### config.mk
export PLATFORM = sky130hd
export DESIGN_NAME = wb_master_flat
export DESIGN_NICKNAME = d
export VERILOG_FILES = /design/src/rtl/wb_master_pkg.sv /design/src/rtl/wb_master_if.sv /design/src/rtl/wb_master_watchdog.sv /design/src/rtl/wb_master.sv /design/src/flat_wrapper.sv
export SDC_FILE = /design/constraint.sdc
export NUM_CORES = 1
export LEC_CHECK = 0
export ABC_AREA = 1
export CORE_MARGIN = 1.5
export CORE_UTILIZATION = 39
export DETAILED_ROUTE_END_ITERATION = 8
export PLACE_DENSITY = 0.81
export SLEW_MARGIN = 20
export SYNTH_ARGS = -nofsm -noshare
export SYNTH_HDL_FRONTEND = slang
export SYNTH_SLANG_ARGS = --single-unit
### constraint.sdc
create_clock -name clk_i -period 1.4 [get_ports clk_i]
set_input_delay 0.21 -clock clk_i [delete_from_list [all_inputs] [get_ports clk_i]]
set_output_delay 0.21 -clock clk_i [all_outputs]
set_load 0.005 [all_outputs]
### src/rtl/wb_master_pkg.sv
// Shared types and default widths for the Wishbone single-transfer master.
// The state encoding is exported so the future bus arbiter can decode it too.
package wb_master_pkg;

  localparam int WB_ADR_W = 16;
  localparam int WB_DAT_W = 64;

  typedef enum logic [1:0] {
    WBM_IDLE    = 2'd0,
    WBM_STROBE  = 2'd1,
    WBM_RECOVER = 2'd2
  } wbm_state_t;

endpackage

### src/rtl/wb_master_if.sv
// Client request/response plus Wishbone master signals, seen from the master
// (master modport) and from everything around it (slave modport).
interface wb_master_if #(
  parameter int ADR_W = wb_master_pkg::WB_ADR_W,
  parameter int DAT_W = wb_master_pkg::WB_DAT_W
);
  // Client handshake: req_i is sampled only while busy_o=0; done_o is a
  // one-cycle pulse and rsp_* stay valid until the next done_o.
  logic             req_i;
  logic             req_we_i;
  logic [ADR_W-1:0] req_adr_i;
  logic [DAT_W-1:0] req_dat_i;
  logic             busy_o;
  logic             done_o;
  logic [DAT_W-1:0] rsp_dat_o;
  logic             rsp_err_o;
  logic             rsp_timeout_o;
  logic [ADR_W-1:0] mst_adr_o;
  logic [DAT_W-1:0] mst_dat_o;
  logic [DAT_W-1:0] mst_dat_i;
  logic             mst_we_o;
  logic             mst_stb_o;
  logic             mst_cyc_o;
  logic             mst_ack_i;
  logic             mst_err_i;

  modport master (
    input  req_i, req_we_i, req_adr_i, req_dat_i, mst_dat_i, mst_ack_i, mst_err_i,
    output busy_o, done_o, rsp_dat_o, rsp_err_o, rsp_timeout_o,
           mst_adr_o, mst_dat_o, mst_we_o, mst_stb_o, mst_cyc_o
  );

  modport slave (
    output req_i, req_we_i, req_adr_i, req_dat_i, mst_dat_i, mst_ack_i, mst_err_i,
    input  busy_o, done_o, rsp_dat_o, rsp_err_o, rsp_timeout_o,
           mst_adr_o, mst_dat_o, mst_we_o, mst_stb_o, mst_cyc_o
  );
endinterface

### src/rtl/wb_master_watchdog.sv
// Cycle watchdog: counts enabled cycles since the last clear and flags the
// TIMEOUT-th one. TIMEOUT=0 disables it.
module wb_watchdog #(
  parameter int TIMEOUT = 64
) (
  input  logic clk,
  input  logic rst,
  input  logic clear,
  input  logic enable,
  output logic expired
);
  localparam int CW = (TIMEOUT > 1) ? $clog2(TIMEOUT) : 1;
  localparam logic [CW-1:0] LAST = CW'((TIMEOUT > 0) ? TIMEOUT - 1 : 0);
  localparam bit ACTIVE = (TIMEOUT > 0);

  logic [CW-1:0] count;

  // Saturates at LAST so a stalled enable cannot wrap into a false expiry.
  always_ff @(posedge clk) begin
    if (rst || clear) begin
      count <= '0;
    end else if (enable && count != LAST) begin
      count <= count + 1'b1;
    end
  end

  assign expired = ACTIVE && enable && (count == LAST);
endmodule

### src/rtl/wb_master.sv
// Wishbone classic single-transfer initiator with strobe-low recovery and a
// watchdog abort for transfers no slave answers.
module wb_master
  import wb_master_pkg::*;
#(
  parameter int TIMEOUT = 64
) (
  input  logic         clk_i,
  input  logic         rst_i,
  wb_master_if.master  bus,
  output wbm_state_t   state
);
  logic wd_expired;

  wb_watchdog #(.TIMEOUT(TIMEOUT)) u_watchdog (
    .clk     (clk_i),
    .rst     (rst_i),
    .clear   (state != WBM_STROBE),
    .enable  (state == WBM_STROBE),
    .expired (wd_expired)
  );

  always_ff @(posedge clk_i) begin
    if (rst_i) begin
      state             <= WBM_IDLE;
      bus.busy_o        <= 1'b0;
      bus.done_o        <= 1'b0;
      bus.rsp_dat_o     <= '0;
      bus.rsp_err_o     <= 1'b0;
      bus.rsp_timeout_o <= 1'b0;
      bus.mst_adr_o     <= '0;
      bus.mst_dat_o     <= '0;
      bus.mst_we_o      <= 1'b0;
      bus.mst_stb_o     <= 1'b0;
      bus.mst_cyc_o     <= 1'b0;
    end else begin
      bus.done_o <= 1'b0;
      case (state)
        WBM_IDLE: begin
          if (bus.req_i) begin
            bus.mst_adr_o <= bus.req_adr_i;
            bus.mst_dat_o <= bus.req_dat_i;
            bus.mst_we_o  <= bus.req_we_i;
            bus.mst_stb_o <= 1'b1;
            bus.mst_cyc_o <= 1'b1;
            bus.busy_o    <= 1'b1;
            state         <= WBM_STROBE;
          end
        end
        WBM_STROBE: begin
          // err outranks ack; the watchdog only fires when neither arrived.
          if (bus.mst_err_i || bus.mst_ack_i || wd_expired) begin
            bus.mst_stb_o     <= 1'b0;
            bus.mst_cyc_o     <= 1'b0;
            bus.mst_we_o      <= 1'b0;
            bus.done_o        <= 1'b1;
            bus.rsp_err_o     <= bus.mst_err_i || !bus.mst_ack_i;
            bus.rsp_timeout_o <= !bus.mst_err_i && !bus.mst_ack_i;
            if (bus.mst_ack_i && !bus.mst_err_i && !bus.mst_we_o) begin
              bus.rsp_dat_o <= bus.mst_dat_i;
            end
            state <= WBM_RECOVER;
          end
        end
        WBM_RECOVER: begin
          // Wait until the slave has dropped its held ack/err after seeing stb low.
          if (!bus.mst_ack_i && !bus.mst_err_i) begin
            bus.busy_o <= 1'b0;
            state      <= WBM_IDLE;
          end
        end
        default: state <= WBM_IDLE;
      endcase
    end
  end
endmodule
### src/flat_wrapper.sv
// flat-port wrapper written by rule: the top's interface ports become plain ports
module wb_master_flat import wb_master_pkg::*;
#(
  parameter int TIMEOUT = 64
)
  (clk_i, rst_i, state, bus_req_i, bus_req_we_i, bus_req_adr_i, bus_req_dat_i, bus_mst_dat_i, bus_mst_ack_i, bus_mst_err_i, bus_busy_o, bus_done_o, bus_rsp_dat_o, bus_rsp_err_o, bus_rsp_timeout_o, bus_mst_adr_o, bus_mst_dat_o, bus_mst_we_o, bus_mst_stb_o, bus_mst_cyc_o);
  wb_master_if bus_i ();
  input  logic clk_i;
  input  logic rst_i;
  output wbm_state_t state;
  input wire logic [$bits(bus_i.req_i)-1:0] bus_req_i;
  input wire logic [$bits(bus_i.req_we_i)-1:0] bus_req_we_i;
  input wire logic [$bits(bus_i.req_adr_i)-1:0] bus_req_adr_i;
  input wire logic [$bits(bus_i.req_dat_i)-1:0] bus_req_dat_i;
  input wire logic [$bits(bus_i.mst_dat_i)-1:0] bus_mst_dat_i;
  input wire logic [$bits(bus_i.mst_ack_i)-1:0] bus_mst_ack_i;
  input wire logic [$bits(bus_i.mst_err_i)-1:0] bus_mst_err_i;
  output wire logic [$bits(bus_i.busy_o)-1:0] bus_busy_o;
  output wire logic [$bits(bus_i.done_o)-1:0] bus_done_o;
  output wire logic [$bits(bus_i.rsp_dat_o)-1:0] bus_rsp_dat_o;
  output wire logic [$bits(bus_i.rsp_err_o)-1:0] bus_rsp_err_o;
  output wire logic [$bits(bus_i.rsp_timeout_o)-1:0] bus_rsp_timeout_o;
  output wire logic [$bits(bus_i.mst_adr_o)-1:0] bus_mst_adr_o;
  output wire logic [$bits(bus_i.mst_dat_o)-1:0] bus_mst_dat_o;
  output wire logic [$bits(bus_i.mst_we_o)-1:0] bus_mst_we_o;
  output wire logic [$bits(bus_i.mst_stb_o)-1:0] bus_mst_stb_o;
  output wire logic [$bits(bus_i.mst_cyc_o)-1:0] bus_mst_cyc_o;
  assign bus_i.req_i = bus_req_i;
  assign bus_i.req_we_i = bus_req_we_i;
  assign bus_i.req_adr_i = bus_req_adr_i;
  assign bus_i.req_dat_i = bus_req_dat_i;
  assign bus_i.mst_dat_i = bus_mst_dat_i;
  assign bus_i.mst_ack_i = bus_mst_ack_i;
  assign bus_i.mst_err_i = bus_mst_err_i;
  assign bus_busy_o = bus_i.busy_o;
  assign bus_done_o = bus_i.done_o;
  assign bus_rsp_dat_o = bus_i.rsp_dat_o;
  assign bus_rsp_err_o = bus_i.rsp_err_o;
  assign bus_rsp_timeout_o = bus_i.rsp_timeout_o;
  assign bus_mst_adr_o = bus_i.mst_adr_o;
  assign bus_mst_dat_o = bus_i.mst_dat_o;
  assign bus_mst_we_o = bus_i.mst_we_o;
  assign bus_mst_stb_o = bus_i.mst_stb_o;
  assign bus_mst_cyc_o = bus_i.mst_cyc_o;
  wb_master #(.TIMEOUT(TIMEOUT)) u_core (.clk_i(clk_i), .rst_i(rst_i), .bus(bus_i), .state(state));
endmodule
==> impl_summary.txt <==
----------------------------------------------------
[Yosys]
  Sequential cell area fraction in the yosys report ... 56.1%
  Async S/R FF share, synth ... 0%
  Adder-cell share of the synthesized area ... 0.222%
  Most common library cells after synthesis ... 299 x nor2_1, 158 x dfxtp_1, 85 x o21ai_0, 61 x o21ai_1, 24 x nand2_1
  Number of enable flip-flop cells after synthesis ... 0
  Xor-xnor portion of the synthesized cell area ... 0.155%
  Net Count, Synth ... 869
  Number of distinct library cells after synthesis ... 24
  Portion of netlist area occupied by mux cells ... 0%
  Synthesized-area fraction occupied by ao, oa, aoi and oai cells ... 13.9%
  Dominant combinational cell family by area after synthesis ... simple AND/OR/NAND/NOR gates
  Post-synthesis simple-gate area fraction ... 23.0%
  Synth top area share ... 56.1%
  Mean area per synthesized cell ... 7.86 um2
  Combined area of all synthesized cells ... 5640 um2
  Most used standard cell by instance count after synthesis ... nor2_1
  Post-synthesis instance total ... 718
  Main area contributors after synthesis ... dfxtp_1 56%, nor2_1 20%, o21ai_0 7.5%
  Most frequently used flop master after synthesis ... dfxtp_1
  Synthesis Warnings ... 0
  Yosys top cell by area ... dfxtp_1
  Register bit count reported by yosys ... 158

[GRT]
  Maximum number of pins on one net before global-route repair ... 64
  Via count of the first global-routing pass ... 5,460
  Total track usage ... 22.7%
  First-pass GRT wire length ... 26,600 um
  Overall overflow remaining after global route ... 0
  Number of antenna violations at the first check in global routing ... 1

[Worst setup path]
  Max stage delay cell, worst path ... dfxtp_1
  Count of buffer and inverter cells on the critical path ... 2
  Nature of the critical path endpoint ... flip-flop
  Cell-by-cell listing of the critical path ... nor3_2 > nand2_2 > buf_12 > buf_4 > o21ai_1 > nor2_1
  Required arrival time at the worst endpoint ... 1.71 ns
  FF-to-FF path depth ... 6
  Total number of cells along the worst setup path ... 6
  Critical path startpoint category ... flip-flop
  Dominant delay contributor by cell family on the critical path ... simple AND/OR/NAND/NOR gates
  Worst r2r src ... u_core.bus.mst_we_o
  Reg2reg end ... u_core.bus.rsp_dat_o[43]
  Type of the worst setup path ... flip-flop to flip-flop
  Crit Path Max Fanout ... 15
  CP peak stage delay ... 0.34 ns
  Reg2reg setup slack ... 0.05 ns
  Arrival @ worst endpoint ... 1.66 ns

[Die]
  Die Outline Area ... 15,200 um2
  Initial cell density of the core ... 40.3%
  Vertical die dimension ... 123 um
  Top-level port count ... 303
  Core area ... 14,000 um2
  Row Count ... 43
  Die W ... 123 um

[Place]
  Port Buffers ... 302
  Post-Place Cells ... 1,182
  Final RePlAce weighted congestion ... 0.763
  Placed wire-length estimate after detailed placement ... 12,600 um
  Placement-stage worst setup slack ... -0.297 ns

[STA]
  Slew margin rel. ... 82.5%
  Final hold violation count ... 0
  Max-slew violation count ... 0
  Worst Setup Slack, final ... 0.0473 ns
  Worst clock skew on the final layout ... 0.00907 ns
  Final setup violation count ... 0
  Final period utilization ... 96.6%
  Final TNS setup ... 0 ns
  Post-route minimum period ... 1.35 ns
  Worst slew pin tran ... 0.262 ns
  Peak clock frequency supported by timing ... 0.739 GHz
  RSZ-0062 raised after global routing ... true

[Cells and area]
  Area delta synth->final ... 66.4%
  Final core utilization ... 67.1%
  Filler instances ... 1,194
  Share of layout cells above drive strength 1 ... 8.89%
  Total number of nets in the final design ... 1,173
  Number of standard cells in the layout, taps in and fillers out ... 1,216

[Status]
  Result of the run ... finished clean

[Clock network]
  TritonCTS clock tree ... yes
  H-tree depth ... 4
  Cts bufs inserted ... 17
  Clock root cell ... clkbuf_16
  Clock latency on the worst-skew pair ... 0.42 ns
  Buffer depth of the longest clock path ... 2
  Clk pin slew, worst setup/hold paths ... 0.06 ns
  Sink count of the clock tree ... 158

[Power and ir drop]
  P per Cell Area ... 1210 nW/um2
  Leak Pwr ... 4.33 nW
  Peak supply drop ... 0.907 mV

[Hold path]
  Hold depth ... 3
  Worst Hold Path EP ... u_core.bus.rsp_dat_o[46]
  Hold Startpoint ... bus_mst_dat_i[46]
  Worst min path class ... primary input to flip-flop

[Drt]
  Number of optimization iterations in the first detailed-route pass ... 4
  Via count ... 5,776
  Average wire per standard cell ... 14.5 um
  DRC violation total after the first TritonRoute iteration ... 345
  Residual DRC count ... 0
  Average vias per placed instance ... 4.75
  Routed wire length ... 17,600 um
  Post-route antenna net violation count ... 0

[Job]
  Maximum Capacitance Violations ... 0

----------------------------------------------------
==> layout make-up <==
| class | count | area (um2) | area share [%] |
|---|---|---|---|
| flip-flops and latches | 158 | 3190 | 33.9 |
| repair buffers | 332 | 3180 | 33.9 |
| multi-input cells | 495 | 2120 | 22.6 |
| clock buffers | 22 | 464 | 4.94 |
| well taps | 180 | 225 | 2.40 |
| clock inverters | 10 | 136 | 1.45 |
| inverters | 18 | 71.3 | 0.760 |
| diodes | 1 | 2.50 | 0.0267 |
==> worst register-to-register path: stages, from the launching register on <==
cell and delay (ns):
dfxtp_1 0.34, nor3_2 0.22, nand2_2 0.10, buf_12 0.16, buf_4 0.18, o21ai_1 0.18
nor2_1 0.07
==> registers in the layout (all words and copies together), names as in the netlist <==
| signal | flops |
|---|---|
| u_core.bus.busy_o | 1 |
| u_core.bus.done_o | 1 |
| u_core.bus.mst_adr_o | 16 |
| u_core.bus.mst_dat_o | 64 |
| u_core.bus.mst_stb_o | 1 |
| u_core.bus.mst_we_o | 1 |
| u_core.bus.rsp_dat_o | 64 |
| u_core.bus.rsp_err_o | 1 |
| u_core.bus.rsp_timeout_o | 1 |
| u_core.state | 2 |
| u_core.u_watchdog.count | 6 |
==> where the power goes <==
part	leakage, nW	total (mW)	internal [mW]	switching (mW)
Combinational	2.73	1.71	0.956	0.750
Clock	0.298	4.70	2.90	1.80
Sequential	1.30	4.94	4.80	0.141
Total	4.33	11.4	8.66	2.69
==> through the flow <==
step                instance area [um2]  hold WS [ns]  power [mW]
floorplan                          5640         0.279        5.71
global placement                   8930         0.439        6.91
detailed placement                 8930         0.448        6.95
CTS                                9360         0.372        11.4
global route                       9390         0.383        11.8
finish                             9390         0.386        11.4
==> timing repair <==
action | in CTS | in global routing
pin swaps | 0 | 1
setup endpoints to repair | 153 | 14
setup buffers | 0 | 1
hold buffers | 0 | 0
resized for setup | 171 | 7
==> placed cells by master (no fill, tap or decap), drive strengths merged <==
master | synthesis | final
nor2 | 300 | 300
dfxtp | 158 | 158
dlygate4sd2 | 0 | 153
clkdlybuf4s50 | 0 | 149
o21ai | 146 | 146
buf | 32 | 30
nand2 | 26 | 26
clkbuf | 15 | 22
inv | 18 | 18
a21oi | 8 | 8
nand3 | 7 | 7
clkinv | 0 | 7
bufinv | 0 | 3
diode | 0 | 1
nor3 | 1 | 1
or2 | 1 | 1
nand4 | 1 | 1
xor2 | 1 | 1
o211ai | 1 | 1
nand3b | 1 | 1
a31oi | 1 | 1
ha | 1 | 1
==> how the worst max path moves through the flow <==
stage                                     startpoint                         end  slack, ns
after floorplan           u_core.u_watchdog.count[0]         u_core.bus.mst_we_o       0.13
after global placement                 bus_mst_ack_i    u_core.bus.rsp_dat_o[43]      -0.31
after detailed placement               bus_mst_ack_i    u_core.bus.rsp_dat_o[56]      -0.30
after CTS                 u_core.u_watchdog.count[1]             u_core.state[1]       0.03
after global routing      u_core.u_watchdog.count[0]  u_core.u_watchdog.count[1]      -0.07
final                            u_core.bus.mst_we_o    u_core.bus.rsp_dat_o[43]       0.05
==> layer usage <==
layer | wire (um) | track usage (%)
met2 | 8660 | 39.5
met4 | 357 | 8.26
met3 | 1850 | 10.5
met1 | 6750 | 24.2
met5 | 0 | 0
==> cell families (layout without fill, tap and decap cells) <==
family / count (synthesis) / in the layout
buffers and inverters: 65 / 382
XOR/XNOR: 1 / 1
adder cells (fa/ha/maj): 1 / 1
AND/OR/NAND/NOR: 337 / 337
other: 0 / 1
flip-flops: 158 / 158
AO/OA/AOI/OAI: 156 / 156
No activity file was read; power rests on OpenSTA's default activity.
